**config.mk**
```make
export PLATFORM = sky130hd
export DESIGN_NAME = pipeline_run_ctrl
export DESIGN_NICKNAME = d
export VERILOG_FILES = /design/src/rtl/pipeline_run_ctrl_pkg.sv /design/src/rtl/pipeline_run_ctrl_sat_counter.sv /design/src/rtl/pipeline_run_ctrl.sv
export SDC_FILE = /design/constraint.sdc
export NUM_CORES = 1
export LEC_CHECK = 0
export BUFFER_PORTS_ARGS = -buffer_cell sky130_fd_sc_hd__buf_4
export CAP_MARGIN = 15
export CORE_ASPECT_RATIO = 1.2
export CORE_MARGIN = 3
export CORE_UTILIZATION = 45
export CTS_CLUSTER_DIAMETER = 60
export DETAILED_ROUTE_END_ITERATION = 7
export GPL_TIMING_DRIVEN = 1
export PLACE_DENSITY = 0.69
export SETUP_SLACK_MARGIN = 0.5
export SLEW_MARGIN = 20
export SYNTH_ARGS = -nofsm -noshare
export SYNTH_HDL_FRONTEND = slang
export SYNTH_SLANG_ARGS = --single-unit
```
**constraint.sdc**
```tcl
create_clock -name clk -period 6.3 [get_ports clk]
set_clock_uncertainty 0.05 [all_clocks]
set_input_delay 0.315 -clock clk [delete_from_list [all_inputs] [get_ports clk]]
set_output_delay 0.315 -clock clk [all_outputs]
set_load 0.02 [all_outputs]
```
**src/rtl/pipeline_run_ctrl_pkg.sv**
```systemverilog
// Shared definitions for the pipeline run/step/halt sequencer:
// state encoding and the stage-enable bundle layout.
package pipeline_pkg;

  localparam int STATE_W          = 3;
  localparam int DRAIN_CYCLES_DEF = 4;

  typedef enum logic [STATE_W-1:0] {
    ST_IDLE   = 3'd0,
    ST_RUN    = 3'd1,
    ST_STEP   = 3'd2,
    ST_DRAIN  = 3'd3,
    ST_HALTED = 3'd4
  } state_e;

  // Bundle order, MSB first: PC, IF/ID, ID/EX, EX/MEM, MEM/WB.
  localparam int EN_PC     = 4;
  localparam int EN_IF_ID  = 3;
  localparam int EN_ID_EX  = 2;
  localparam int EN_EX_MEM = 1;
  localparam int EN_MEM_WB = 0;

  typedef logic [4:0] stage_en_t;

  localparam stage_en_t EN_NONE = 5'b00000;
  localparam stage_en_t EN_ALL  = 5'b11111;
  // Front end frozen, back end keeps advancing (stall, halt detect, drain).
  localparam stage_en_t EN_BACK = 5'b00111;

endpackage

```
**src/rtl/pipeline_run_ctrl_sat_counter.sv**
```systemverilog
// Saturating up-counter with synchronous clear and asynchronous reset.
module sat_counter #(
  parameter int W = 32
) (
  input  logic         clk,
  input  logic         rst,
  input  logic         en_i,
  input  logic         clr_i,
  output logic [W-1:0] count_o
);

  logic [W-1:0] count_q, count_d;

  always_comb begin
    count_d = count_q;
    if (clr_i) begin
      count_d = '0;
    end else if (en_i && (count_q != '1)) begin
      count_d = count_q + W'(1);
    end
  end

  always_ff @(posedge clk or posedge rst) begin
    if (rst) begin
      count_q <= '0;
    end else begin
      count_q <= count_d;
    end
  end

  assign count_o = count_q;

endmodule

```
**src/rtl/pipeline_run_ctrl.sv**
```systemverilog
// Run/step/halt sequencer for the 5-stage pipeline: drives per-stage
// enables and the ID/EX bubble, and drains the pipe after a HALT decode.
module pipeline_run_ctrl
  import pipeline_pkg::*;
#(
  parameter int DRAIN_CYCLES = DRAIN_CYCLES_DEF,
  parameter int CNT_W        = 32
) (
  input  logic               clk,
  input  logic               rst,
  input  logic               cmd_run,
  input  logic               cmd_step,
  input  logic               cmd_stop,
  input  logic               cmd_clear,
  input  logic               halt_detected,
  input  logic               load_use_hazard,
  output logic               pc_enable,
  output logic               if_id_enable,
  output logic               id_ex_enable,
  output logic               ex_mem_enable,
  output logic               mem_wb_enable,
  output logic               id_ex_flush,
  output logic [STATE_W-1:0] state,
  output logic               halted,
  output logic [CNT_W-1:0]   cycle_count
);

  localparam int DW = (DRAIN_CYCLES > 1) ? $clog2(DRAIN_CYCLES) : 1;

  state_e        state_q, state_d;
  logic [DW-1:0] drain_q, drain_d;
  logic          halted_q;
  stage_en_t     en;
  logic          flush;
  logic          cnt_clr;

  always_comb begin
    state_d = state_q;
    drain_d = drain_q;
    en      = EN_NONE;
    flush   = 1'b0;
    cnt_clr = 1'b0;
    case (state_q)
      ST_IDLE: begin
        if (cmd_clear) begin
          cnt_clr = 1'b1;
        end else if (cmd_run) begin
          state_d = ST_RUN;
        end else if (cmd_step) begin
          state_d = ST_STEP;
        end
      end
      ST_RUN, ST_STEP: begin
        en = EN_ALL;
        if (halt_detected) begin
          // Detect cycle already counts as the first back-end advance.
          en      = EN_BACK;
          flush   = 1'b1;
          state_d = ST_DRAIN;
          drain_d = DW'(DRAIN_CYCLES - 1);
        end else begin
          if (load_use_hazard) begin
            en    = EN_BACK;
            flush = 1'b1;
          end
          if ((state_q == ST_STEP) || cmd_stop) begin
            state_d = ST_IDLE;
          end
        end
      end
      ST_DRAIN: begin
        en    = EN_BACK;
        flush = 1'b1;
        if (drain_q == '0) begin
          state_d = ST_HALTED;
        end else begin
          drain_d = drain_q - DW'(1);
        end
      end
      ST_HALTED: begin
        if (cmd_clear) begin
          cnt_clr = 1'b1;
          state_d = ST_IDLE;
        end
      end
      default: state_d = ST_IDLE;
    endcase
  end

  always_ff @(posedge clk or posedge rst) begin
    if (rst) begin
      state_q  <= ST_IDLE;
      drain_q  <= '0;
      halted_q <= 1'b0;
    end else begin
      state_q  <= state_d;
      drain_q  <= drain_d;
      halted_q <= (state_d == ST_HALTED);
    end
  end

  sat_counter #(.W(CNT_W)) u_cycle_cnt (
    .clk     (clk),
    .rst     (rst),
    .en_i    (mem_wb_enable),
    .clr_i   (cnt_clr),
    .count_o (cycle_count)
  );

  assign pc_enable     = en[EN_PC];
  assign if_id_enable  = en[EN_IF_ID];
  assign id_ex_enable  = en[EN_ID_EX];
  assign ex_mem_enable = en[EN_EX_MEM];
  assign mem_wb_enable = en[EN_MEM_WB];
  assign id_ex_flush   = flush;
  assign state         = state_q;
  assign halted        = halted_q;

endmodule

```
==> run metrics <==
Mapped Nets=248; IO Count=50; CORE AREA=4700 um2; post-cts resize count=0; critical path peak fanout=15; first-pass GRT wire length=8.59 mm; FF+latch count, synth=38; RR Startpoint=state[0]$_DFF_PP0_; Antenna diodes=0; Final Critical Period=2450 ps; Max Slew Vio Count=0; Leak Pwr=1.21 nW; Synth Warn #=0; flop-to-flop setup slack=3850 ps; crit end category=flip-flop; most instantiated cells after synthesis=38 x dfrtp_1, 27 x nor2_1, 20 x nand2_1, 17 x xnor2_1, 13 x a21oi_1; Area Overhead vs Synth=19.9%; multi-input logic area=1180 um2; Main synth FF type=dfrtp_1; DP Worst Slack=3860 ps; clk_lat worst skew=290 ps; Die Y=83.4 um; Cell Area, Synth=2250 um2; post-synthesis cell count=238; Avg WL per Cell=14.7 um; H-tree depth=2; Startpoint Class=flip-flop; Yosys top cell by area=dfrtp_1; cts bufs inserted=5; Final Hold Viols=0; Setup-failing EPs final=0; relative slew slack=38.3%; Total Wirelength=5.00 mm; initial core utilization=47.9%; # DRC=0; period utilization=39.0%; Setup CP Type=flip-flop to flip-flop; Root Driver=clkbuf_8; Remaining Overflow, GRT=0; reg2reg end=u_cycle_cnt.count_o[28]$_DFFE_PP0P_; worst hold path type=primary input to async pin; drt pass-1 iters=4; Tot GR Track Use=17.8%; Detail Route Antenna Nets=0; vias in the first global route=1,847; fin nets=293; Worst EP required=6470 ps; Async SR Flop Fraction=100%; filler instances=435; Worst Tran Pin Value=919 ps; EDFF count, synth=0; P per Cell Area=367 nW/um2; die area=5880 um2; routed vias/inst=5.75; worst r2r path cells=5; pin count of the biggest net entering global routing=39; RSZ-0062 raised after global routing=no; status=finished clean; number of max-cap violations=0; Worst EP arrival=2620 ps; synth top area cells=dfrtp_1 42%, xnor2_1 6.6%, nor2_1 4.5%, nand2_1 3.3%, a21oi_1 2.9%; Yosys top cell area share=42.3%; Clock Sinks=38; register area=951 um2; fmax=407 MHz; count leader, synth=dfrtp_1; setup bufs post-CTS=0; initial antenna violation count=0; Final HPWL DP=3.57 mm; end of the critical path=u_cycle_cnt.count_o[28]$_DFFE_PP0P_; VDD IR max=0.207 mV; Post-CTS Hold Buffers=0; share of cells above drive strength 1=25.1%; sequential area share after synthesis=42.3%; Setup crit start=state[0]$_DFF_PP0_; port bufs=49; CTS clk-pin slew, worst paths=70 ps; CTS tree=built; Max Root-Sink Buffers=2; First DRT Iteration DRCs=93; setup ws final=3850 ps; die outline width=70.5 um; routability congestion estimate=0.773; total negative slack=0 ps; Synth cell types=48; num rows=27; Via Count=1,962; Synth Area per Inst=9.44 um2
==> logic make-up after synthesis <==
kind of cell             after synthesis  share of synthesized area [%]
AND/OR/NAND/NOR                      102                           26.2
AO/OA/AOI/OAI                         53                           16.5
flip-flops                            38                           42.3
buffers and inverters                 21                           5.07
XOR/XNOR                              18                           7.02
multiplexers                           4                           1.78
adder cells (fa/ha/maj)                2                           1.11
==> report_power, final <==
part | switching [mW] | internal (mW)
Combinational | 0.237 | 0.191
Sequential | 0.0968 | 0.306
Clock | 0.0818 | 0.0762
==> sequential cells by signal, summed over array words and instances, names as in the netlist <==
signal / flops
u_cycle_cnt.count_o: 32
state: 3
drain_q: 2
halted: 1
==> worst min-delay path by stage <==
stage	startpoint	to	depth (start not counted)
after global placement	rst	halted$_DFF_PP0_	3
final	rst	u_cycle_cnt.count_o[22]$_DFFE_PP0P_	3
after detailed placement	rst	u_cycle_cnt.count_o[22]$_DFFE_PP0P_	3
after global routing	rst	u_cycle_cnt.count_o[22]$_DFFE_PP0P_	3
after floorplan	drain_q[0]$_DFFE_PP0P_	drain_q[0]$_DFFE_PP0P_	1
after CTS	rst	u_cycle_cnt.count_o[22]$_DFFE_PP0P_	3
==> layout make-up <==
cell class / count / area share (%)
repair buffers: 51 / 14.2
flip-flops and latches: 38 / 35.3
multi-input cells: 179 / 43.9
clock buffers: 7 / 2.83
inverters: 8 / 1.11
well taps: 58 / 2.69
==> through the flow <==
step / cells / cell area (um2) / hold slack (ps) / total power, mW / util (%)
2_1_floorplan: 238 / 2250 / 432 / 0.697 / -
3_3_place_gp: 334 / 2620 / 420 / 0.831 / 55.8
3_5_place_dp: 334 / 2620 / 419 / 0.840 / 55.8
4_1_cts: 341 / 2700 / 103 / 1.00 / 57.4
5_1_grt: 341 / 2700 / 127 / 1.06 / 57.4
6_report: 341 / 2700 / 75.9 / 0.988 / 57.4
==> layout by cell type, fill, tap and decap left out, types with 2 or more instances in the layout <==
cell type,synthesis,layout
mux2i_1,4,4
buf_4,3,51
a21boi_0,2,2
nand4_1,9,9
nand4_4,2,2
nor3_1,4,4
nor4_1,6,6
clkbuf_1,6,2
and3_2,2,2
inv_1,8,8
nand3_1,8,8
ha_1,2,2
nand2_1,20,20
o31ai_1,2,2
a41o_1,2,2
and4_1,2,2
o21ai_0,9,9
a31oi_1,6,6
and2_1,3,3
and4_2,2,2
xnor2_1,17,17
or3_1,6,6
a211oi_1,3,3
and3_1,4,4
dfrtp_1,38,38
clkbuf_8,0,5
a32o_1,2,2
a311oi_1,3,3
a21oi_1,13,13
nor2_1,27,27
a31o_2,2,2
nor2b_1,2,2
==> per-layer routing <==
metal,track usage (%),wire (um),up-vias
met3,4.24,236,7
met5,0,0,-
met2,29.3,2420,36
met1,22.6,2260,957
li1,-,-,962
met4,6.10,78,0
==> critical path: stages, from the launching register on <==
cell     delay (ps)
dfrtp_1         640
o21ba_1         450
nand4_4         240
or4_4           500
or3_1           360
a21oi_1         150
Note: power is estimated with default switching activity, not from simulation.
